<file path="src/rtl/calc_seq.sv">
`default_nettype none
// ============================================================================
// Module   : calc_seq
// Purpose  : Keypad-driven sequential decimal calculator. One 4-bit command
//            per cycle (digits 0-9, + - * /, =, backspace) is accepted while
//            the unit is ready. Mul/div run as W-cycle shift-add / restoring
//            division; results are converted to BCD by a W-cycle
//            double-dabble. Display digits are scanned out one per cycle.
// Ports    : clock     - rising-edge clock
//            reset     - synchronous active-high reset
//            cmd       - command code (0-9 digit, 10 add, 11 sub, 12 mul,
//                        13 div, 14 equals, 15 backspace)
//            cmd_valid - cmd is presented this cycle
//            status    - 00 error, 01 busy, 10 ready
//            data      - BCD digit at display index pos (0 while busy/error)
//            pos       - display digit index, 0 = least significant
// Revision : 1.0 - initial release
// ============================================================================
module calc_seq #(
   parameter int NDIG = 8,
   parameter int W    = 27
) (
   input  logic       clock,
   input  logic       reset,
   input  logic [3:0] cmd,
   input  logic       cmd_valid,
   output logic [1:0] status,
   output logic [3:0] data,
   output logic [3:0] pos
);

   function automatic logic [63:0] pow10(input int n);
      logic [63:0] r;
      r = 64'd1;
      for (int i = 0; i < n; i++) r = r * 64'd10;
      return r;
   endfunction

   localparam logic [63:0]      MAX64    = pow10(NDIG) - 64'd1;
   localparam logic [W-1:0]     MAX_W    = W'(MAX64);
   localparam logic [W+3:0]     MAX_E    = (W+4)'(MAX64);
   localparam logic [2*W-1:0]   MAX_P    = (2*W)'(MAX64);
   localparam int               CW       = $clog2(W + 1);
   localparam logic [CW-1:0]    CNT_LAST = CW'(W - 1);
   localparam int               BW       = 4 * NDIG;
   localparam logic [3:0]       POS_LAST = 4'(NDIG - 1);

   localparam logic [1:0] ST_ERR   = 2'b00;
   localparam logic [1:0] ST_BUSY  = 2'b01;
   localparam logic [1:0] ST_READY = 2'b10;

   localparam logic [3:0] CMD_ADD  = 4'd10;
   localparam logic [3:0] CMD_SUB  = 4'd11;
   localparam logic [3:0] CMD_MUL  = 4'd12;
   localparam logic [3:0] CMD_EQ   = 4'd14;
   localparam logic [3:0] CMD_BKSP = 4'd15;

   typedef enum logic [2:0] {
      S_ENTER_A = 3'd0,
      S_ENTER_B = 3'd1,
      S_EXEC    = 3'd2,
      S_CONVERT = 3'd3,
      S_ERROR   = 3'd4
   } state_t;

   state_t            state;
   logic              shown;     // ENTER_A holds a computed result
   logic [W-1:0]      val;
   logic [W-1:0]      opa;
   logic [3:0]        op;
   logic [BW-1:0]     bcd;
   logic [CW-1:0]     cnt;
   logic [2*W-1:0]    prod;
   logic [2*W-1:0]    mcand;
   logic [W-1:0]      mplier;
   logic [W-1:0]      rem;
   logic [W-1:0]      quo;
   logic [W-1:0]      bin;

   // ---------------------------------------------------------------------
   // Combinational helpers
   // ---------------------------------------------------------------------
   logic              is_digit;
   logic [W+3:0]      digit_ext;
   logic              digit_ok;
   logic [W:0]        sum;
   logic [2*W-1:0]    prod_next;
   logic [W:0]        rem_sh;
   logic [W:0]        rem_diff;
   logic              rem_ge;
   logic [W-1:0]      rem_next;
   logic [W-1:0]      quo_next;
   logic [BW-1:0]     dd_adj;
   logic [BW-1:0]     dd_next;
   logic [3:0]        scan_digit;

   assign is_digit  = (cmd <= 4'd9);
   // val*10 < 2^(W+4), so the extended product never wraps.
   assign digit_ext = ({4'b0000, val} * (W+4)'(10)) + (W+4)'(cmd);
   assign digit_ok  = (digit_ext <= MAX_E);

   assign sum       = {1'b0, opa} + {1'b0, val};
   assign prod_next = mplier[0] ? (prod + mcand) : prod;

   // Restoring division step: a clear borrow bit means the trial
   // subtraction succeeded and the quotient bit is 1.
   assign rem_sh    = {rem, quo[W-1]};
   assign rem_diff  = rem_sh - {1'b0, val};
   assign rem_ge    = ~rem_diff[W];
   assign rem_next  = rem_ge ? rem_diff[W-1:0] : rem_sh[W-1:0];
   assign quo_next  = {quo[W-2:0], rem_ge};

   // Double-dabble: add 3 to every digit >= 5, then shift in the next bit.
   always_comb begin
      dd_adj = bcd;
      for (int i = 0; i < NDIG; i++) begin
         if (bcd[4*i +: 4] >= 4'd5) dd_adj[4*i +: 4] = bcd[4*i +: 4] + 4'd3;
      end
   end
   assign dd_next = {dd_adj[BW-2:0], bin[W-1]};

   always_comb begin
      scan_digit = 4'd0;
      for (int i = 0; i < NDIG; i++) begin
         if (pos == 4'(i)) scan_digit = bcd[4*i +: 4];
      end
   end

   always_comb begin
      case (state)
         S_EXEC, S_CONVERT: status = ST_BUSY;
         S_ERROR:           status = ST_ERR;
         default:           status = ST_READY;
      endcase
   end

   assign data = (status == ST_READY) ? scan_digit : 4'd0;

   // ---------------------------------------------------------------------
   // Main sequencer
   // ---------------------------------------------------------------------
   always_ff @(posedge clock) begin
      if (reset) begin
         state  <= S_ENTER_A;
         shown  <= 1'b0;
         val    <= '0;
         opa    <= '0;
         op     <= 4'd0;
         bcd    <= '0;
         pos    <= 4'd0;
         cnt    <= '0;
         prod   <= '0;
         mcand  <= '0;
         mplier <= '0;
         rem    <= '0;
         quo    <= '0;
         bin    <= '0;
      end else begin
         if (status != ST_BUSY) pos <= (pos == POS_LAST) ? 4'd0 : pos + 4'd1;

         case (state)
            S_ENTER_A, S_ENTER_B: begin
               if (cmd_valid) begin
                  if (is_digit) begin
                     if ((state == S_ENTER_A) && shown) begin
                        // First digit after a result starts a new number.
                        val   <= W'(cmd);
                        bcd   <= BW'(cmd);
                        shown <= 1'b0;
                     end else if (digit_ok) begin
                        val <= digit_ext[W-1:0];
                        bcd <= (bcd << 4) | BW'(cmd);
                     end
                  end else if (cmd == CMD_BKSP) begin
                     val   <= val / W'(10);
                     bcd   <= bcd >> 4;
                     shown <= 1'b0;
                  end else if (cmd == CMD_EQ) begin
                     if (state == S_ENTER_B) begin
                        state  <= S_EXEC;
                        cnt    <= '0;
                        prod   <= '0;
                        mcand  <= {{W{1'b0}}, opa};
                        mplier <= val;
                        rem    <= '0;
                        quo    <= opa;
                     end
                  end else if (state == S_ENTER_A) begin
                     opa   <= val;
                     op    <= cmd;
                     val   <= '0;
                     bcd   <= '0;
                     shown <= 1'b0;
                     state <= S_ENTER_B;
                  end else begin
                     // A second operator before equals is a usage error.
                     state <= S_ERROR;
                     val   <= '0;
                     bcd   <= '0;
                  end
               end
            end

            S_EXEC: begin
               case (op)
                  CMD_ADD: begin
                     if (sum > {1'b0, MAX_W}) begin
                        state <= S_ERROR;
                        val   <= '0;
                        bcd   <= '0;
                     end else begin
                        val   <= sum[W-1:0];
                        bin   <= sum[W-1:0];
                        bcd   <= '0;
                        cnt   <= '0;
                        state <= S_CONVERT;
                     end
                  end
                  CMD_SUB: begin
                     if (opa < val) begin
                        state <= S_ERROR;
                        val   <= '0;
                        bcd   <= '0;
                     end else begin
                        val   <= opa - val;
                        bin   <= opa - val;
                        bcd   <= '0;
                        cnt   <= '0;
                        state <= S_CONVERT;
                     end
                  end
                  CMD_MUL: begin
                     prod   <= prod_next;
                     mcand  <= mcand << 1;
                     mplier <= mplier >> 1;
                     cnt    <= cnt + CW'(1);
                     if (cnt == CNT_LAST) begin
                        if (prod_next > MAX_P) begin
                           state <= S_ERROR;
                           val   <= '0;
                           bcd   <= '0;
                        end else begin
                           val   <= prod_next[W-1:0];
                           bin   <= prod_next[W-1:0];
                           bcd   <= '0;
                           cnt   <= '0;
                           state <= S_CONVERT;
                        end
                     end
                  end
                  default: begin
                     if ((cnt == '0) && (val == '0)) begin
                        state <= S_ERROR;
                        val   <= '0;
                        bcd   <= '0;
                     end else begin
                        rem <= rem_next;
                        quo <= quo_next;
                        cnt <= cnt + CW'(1);
                        // Quotient never exceeds the dividend, so no
                        // overflow check is needed here.
                        if (cnt == CNT_LAST) begin
                           val   <= quo_next;
                           bin   <= quo_next;
                           bcd   <= '0;
                           cnt   <= '0;
                           state <= S_CONVERT;
                        end
                     end
                  end
               endcase
            end

            S_CONVERT: begin
               bcd <= dd_next;
               bin <= bin << 1;
               cnt <= cnt + CW'(1);
               if (cnt == CNT_LAST) begin
                  state <= S_ENTER_A;
                  shown <= 1'b1;
               end
            end

            default: begin
               state <= S_ERROR;
               val   <= '0;
               bcd   <= '0;
            end
         endcase
      end
   end

endmodule
`default_nettype wire

</file>
<file path="config.mk">
export PLATFORM = sky130hd
export DESIGN_NAME = calc_seq
export DESIGN_NICKNAME = d
export VERILOG_FILES = /design/src/rtl/calc_seq.sv
export SDC_FILE = /design/constraint.sdc
export NUM_CORES = 2
export LEC_CHECK = 0
export CORE_AREA = 3 3 213 215
export DETAILED_ROUTE_END_ITERATION = 12
export DIE_AREA = 0 0 216 218
export PLACE_DENSITY = 0.81
export SLEW_MARGIN = 20
export SYNTH_ARGS = -nofsm -noshare
export SYNTH_HDL_FRONTEND = slang
export SYNTH_SLANG_ARGS = --single-unit
export TNS_END_PERCENT = 1
</file>
<file path="constraint.sdc">
create_clock -name clock -period 9 [get_ports clock]
set_input_delay 1.8 -clock clock [delete_from_list [all_inputs] [get_ports clock]]
set_output_delay 1.8 -clock clock [all_outputs]
set_load 0.01 [all_outputs]
</file>
Word-level counts from Yosys, hierarchy flattened:

Cells that the tools add are included.

* bits in read-only memories: 0
* latch bits: 0
* input port bits: 7
* RAM bits: 0
* output and inout bits: 10
* memories kept: 0
* register bits after elaboration: 319

* bitwise operators: 6
* $lt $le $gt $ge: 13
* $mul: 1
* div/mod/pow operators: 1
* shift-type cells: 0
* equality and inequality tests: 39
* $add $sub $neg: 15
* multiplexer cells: 125
* reduce and logical (&&, ||, !) cells: 23

Operator list (count)
* $mux W27: 38
* $mux W54: 13
* $mux W32: 8
* $pmux W27 S3: 3
* $pmux W27 S2: 4
* $pmux W54 S2: 2
* $pmux W32 S3: 1
* $mux W4: 17
* $pmux W32 S2: 1
* $mux W5: 11
* $add A54 B54 Y54: 1
* $gt A54 B27 Y1 const B: 1
* $mux W3: 14
* $ge A4 B3 Y1 const B: 8
* $or A32 B4 Y32: 1
* $add A31 B4 Y31: 1
* $le A31 B27 Y1 const B: 1
* $mul A27 B3 Y30 const B: 1
* $pmux W5 S3: 2
* $add A27 B27 Y28: 1
* $add A4 B2 Y4 const B: 7
* $gt A28 B27 Y1 const B: 1
* $sub A28 B27 Y28: 1
* $div A27 B4 Y27 const B: 1
* 39 further kinds: 84

Depth between registers and ports, before layout:

* depth in word-level cells: 10
* mapped depth: 38

Least setup slack after synthesis:

OpenSTA, ideal clock, no wires.

* path type: register to register
* from: register val[24]
* to: register val[0]
* slack: 0.969 ns
* stages on the path, launching flop included: 35
* buffers on the path: 4
* period minus slack after synthesis: 8.031 ns
* library setup time: 0.125 ns
* arrival time: 7.905 ns
* cell sequence: dfxtp_1 -> buf_6 -> nor3b_2 -> a21oi_1 -> a31o_1 -> or2_1 -> buf_2 -> a211oi_2 -> and2_4 -> buf_6 -> nor3_1 -> a31o_1 -> buf_6 -> or3_1 -> o2111a_1 -> a41o_1 -> a311o_1 -> o21ai_2 -> a2111oi_0 -> or4b_1 -> o211a_2 -> a2111oi_4 -> a211oi_1 -> mux2i_1 -> a2111oi_4 -> o21ai_1 -> a32oi_2 -> a2bb2oi_2 -> xnor2_2 -> o211ai_2 -> o31a_4 -> xnor2_2 -> maj3_2 -> a2111oi_2 -> nor4_2

* cells in the longest elaborated chain, start to end: 6

RTL lines
* start, declared: RTL line 68 `logic [W-1:0] val;`
* start signal, assigned: RTL line 167 `val <= W'(cmd);`
* start signal, assigned: RTL line 171 `val <= digit_ext[W-1:0];`
* start signal, assigned: RTL line 175 `val <= val / W'(10);`
* branches (longest 6 deep; another with $div A27 B4 Y27)

Parallel ways; which one is timed is not known. The select of a mux whose other input is x is not followed.
A chain may end at the register's enable or synchronous reset.

Final worst setup path:

Ends and elaborated chain as after synthesis.

==> metrics <==
outcome=finished, final reports clean; main combinational cell family by area after synthesis=compound AO/OA/AOI/OAI gates; fin util=0.690; CP Buf/Inv Count=1; Area Overhead vs Synth=7.77%; # rows=77; PwrDens=454 mW/mm²; footprint of the multi-input gates=0.0202 mm²; Synth Cell Area=0.0281 mm²; TNS Setup=0 ns; Least-Margin Pin Slew=1.12 ns; Clock Path Buffers=3; vias in the first global route=25678; slew margin rel.=0.254; WP data required=9.46 ns; Final min period=8.61 ns; initial core utilization=0.640; TritonCTS Sinks=319; Max VDD drop=1.17 mV; Wirelength per Cell=19.5 µm; first drt pass iteration count=7; clock root buffer=clkbuf_16; register area share after synthesis=0.227; endpoint class of the critical path=register; fin cells=4376; crit path DAT=9.07 ns; Total GRT Usage=0.345; 1st-iter DRT viols=3690; Nets=3977; critical path class=register to register; Vias=28794; compound-cell area share of the yosys netlist=0.310; Ports=17; syn_area_per_cell=7.26 µm²; FF-to-FF Start=val[24]; slowest cell on the critical path=or4b_1; Synth async-reset ratio=0; post-synthesis mux area share=0.0310; Leak Pwr=11.5 nW; proportion of layout cells with a drive suffix above 1=0.0838; DR DRC count=0; top_reg_cell synth=dfxtp_1; overall routed net length=85.2 mm; Seq. cell area=0.00640 mm²; crit-path max cell delay=0.55 ns; die area=0.0471 mm²; Skew-Pair Late Insertion Delay=0.58 ns; Max Fclk=116 MHz; Inst Count DP=4301; Yosys warning count=0; number of synthesized flops with an enable pin=0; H-tree depth=2; initial antenna violation count=1; cells after synthesis=3875; first-pass GRT wire length=136 mm; remaining antenna violation count=0; final hold vios=0; CTS tree=yes; final setup vio count=0; maximum number of pins on one net before global-route repair=227; Synth Area in Adders=0.0981; xor and xnor area share after synthesis=0.0509; worst setup path start=val[24]; TritonCTS Buffers=39; # port buffers=16; Clock Pin Slew Worst Setup and Hold Paths=0.06 ns; Worst setup SP type=register; library cells used by synthesis=119; min-delay src=mplier[26]; Via density=6.58; Seq cells post-synth=319; core area=0.0439 mm²; Max FO, Critical Path=11; Ant. Diodes=0; Mapped Nets=4098; cell family with most CP delay=compound AO/OA/AOI/OAI gates; final period utilization=0.957; Layout fillers=3764; die height=218 µm; gr ovfl total=0; Max-cap violations=0; Simple-Gate Fraction of Synth Area=0.218; post-detail-place hpwl=60.3 mm; Hold Crit Class=register to register; Final Max Slew Viols=0; routability cong.=0.972; Setup Skew=0.0334 ns; Die Span X=216 µm
flip-flops by register name, indices dropped and copies added, names as in the netlist:
| name | count |
|---|---|
| bin | 27 |
| cnt | 5 |
| state | 3 |
| quo | 27 |
| bcd | 32 |
| prod | 54 |
| op | 4 |
| mplier | 27 |
| mcand | 54 |
| opa | 27 |
| shown | 1 |
| rem | 27 |
| val | 27 |
| pos | 4 |
cell usage in the layout (no fill, tap or decap), types with 14 or more instances in the layout:
master | netlist | final
a211oi_1 | 127 | 126
a21boi_0 | 35 | 34
a21o_1 | 40 | 39
a21oi_1 | 425 | 422
a221oi_1 | 35 | 34
a222oi_1 | 20 | 20
a22oi_1 | 48 | 47
a311oi_1 | 41 | 41
a31oi_1 | 26 | 26
and2_1 | 19 | 16
and3_1 | 15 | 14
buf_4 | 8 | 98
clkbuf_16 | 0 | 40
clkdlybuf4s50_1 | 0 | 15
dfxtp_1 | 319 | 312
ha_1 | 210 | 210
inv_1 | 171 | 171
mux2_2 | 27 | 27
mux2i_1 | 53 | 51
nand2_1 | 353 | 352
nand2b_1 | 37 | 37
nand3_1 | 86 | 86
nand4_1 | 22 | 22
nor2_1 | 531 | 526
nor2b_1 | 45 | 45
nor3_1 | 100 | 96
nor4_1 | 22 | 21
o211ai_1 | 30 | 30
o21a_1 | 15 | 15
o21ai_0 | 184 | 183
o21bai_1 | 31 | 31
o22ai_1 | 30 | 30
or3_1 | 35 | 35
xnor2_1 | 114 | 112
xor2_1 | 44 | 42
metrics by stage:
step	hold slack [ns]	worst slack (ns)	power, W	area (µm²)
6_report	0.455	0.387	0.0138	30300
5_1_grt	0.480	-0.0363	0.0146	30300
4_1_cts	0.455	0.0404	0.0128	30100
3_5_place_dp	0.448	-0.0229	0.0111	28700
3_3_place_gp	0.442	0.0427	0.0110	28700
2_1_floorplan	0.432	0.969	0.00924	28100
worst reg2reg max path: cells and delay by family (launching register included):
kind                     cells  cell delay (ns)
XOR/XNOR                     2             0.34
buffers and inverters        1             0.19
adder cells (fa/ha/maj)      1             0.34
AO/OA/AOI/OAI               21             5.42
AND/OR/NAND/NOR              6             1.88
flip-flops                   1             0.36
per-layer routing:
metal,global-route usage,vias to the layer above,part of all wire
met4,0.137,2,0.042
met1,0.494,13359,0.44
li1,-,13849,-
met2,0.529,1341,0.43
met5,0,-,0.00013
met3,0.0451,243,0.094
timing repair:
action | CTS | global route
pin swaps | 0 | 6
gates resized for setup | 1 | 48
endpoints found under the hold margin | 0 | 0
setup endpoints to repair | 2 | 4
hold buffers | 0 | 0
setup buffers | 0 | 4
cell families after synthesis:
logic type	Yosys count
compound gates	1295
mux	82
fa+ha+maj	217
buf+inv	456
simple gates	1345
flops	319
xor+xnor	161
cell usage after synthesis, types with 27 or more instances:
cell	number	area, µm²
nor2_1	531	1990
a21oi_1	425	2130
nand2_1	353	1330
dfxtp_1	319	6390
clkbuf_1	240	901
ha_1	210	2630
o21ai_0	184	921
inv_1	171	642
a211oi_1	127	953
xnor2_1	114	998
nor3_1	100	500
nand3_1	86	430
mux2i_1	53	531
a22oi_1	48	360
nor2b_1	45	282
xor2_1	44	385
a311oi_1	41	359
a21o_1	40	300
nand2b_1	37	231
a21boi_0	35	263
a221oi_1	35	307
or3_1	35	219
o21bai_1	31	233
o211ai_1	30	225
o22ai_1	30	188
mux2_2	27	304
report_power, final:
part / total [W] / internal [W] / switching, W
Clock: 0.00169 / 0.00101 / 0.000679
Sequential: 0.00156 / 0.00147 / 0.0000905
Combinational: 0.0105 / 0.00437 / 0.00614
Total: 0.0138 / 0.00685 / 0.00691
area by class of cell:
type | instances | area share
Tap cell | 592 | 0.0244
Multi-Input combinational cell | 3100 | 0.666
Sequential cell | 319 | 0.211
Clock inverter | 23 | 0.00929
Timing Repair Buffer | 116 | 0.0310
Inverter | 178 | 0.0220
Clock buffer | 48 | 0.0360
worst paths after layout:
check / end / slack [ns] / cells past startpoint
min: mplier[26] / 0.46 / 2
max reg2reg: val[0] / 0.39 / 31
max: val[0] / 0.39 / 31
min reg2reg: mplier[26] / 0.46 / 2
No activity file was read; power rests on OpenSTA's default activity.
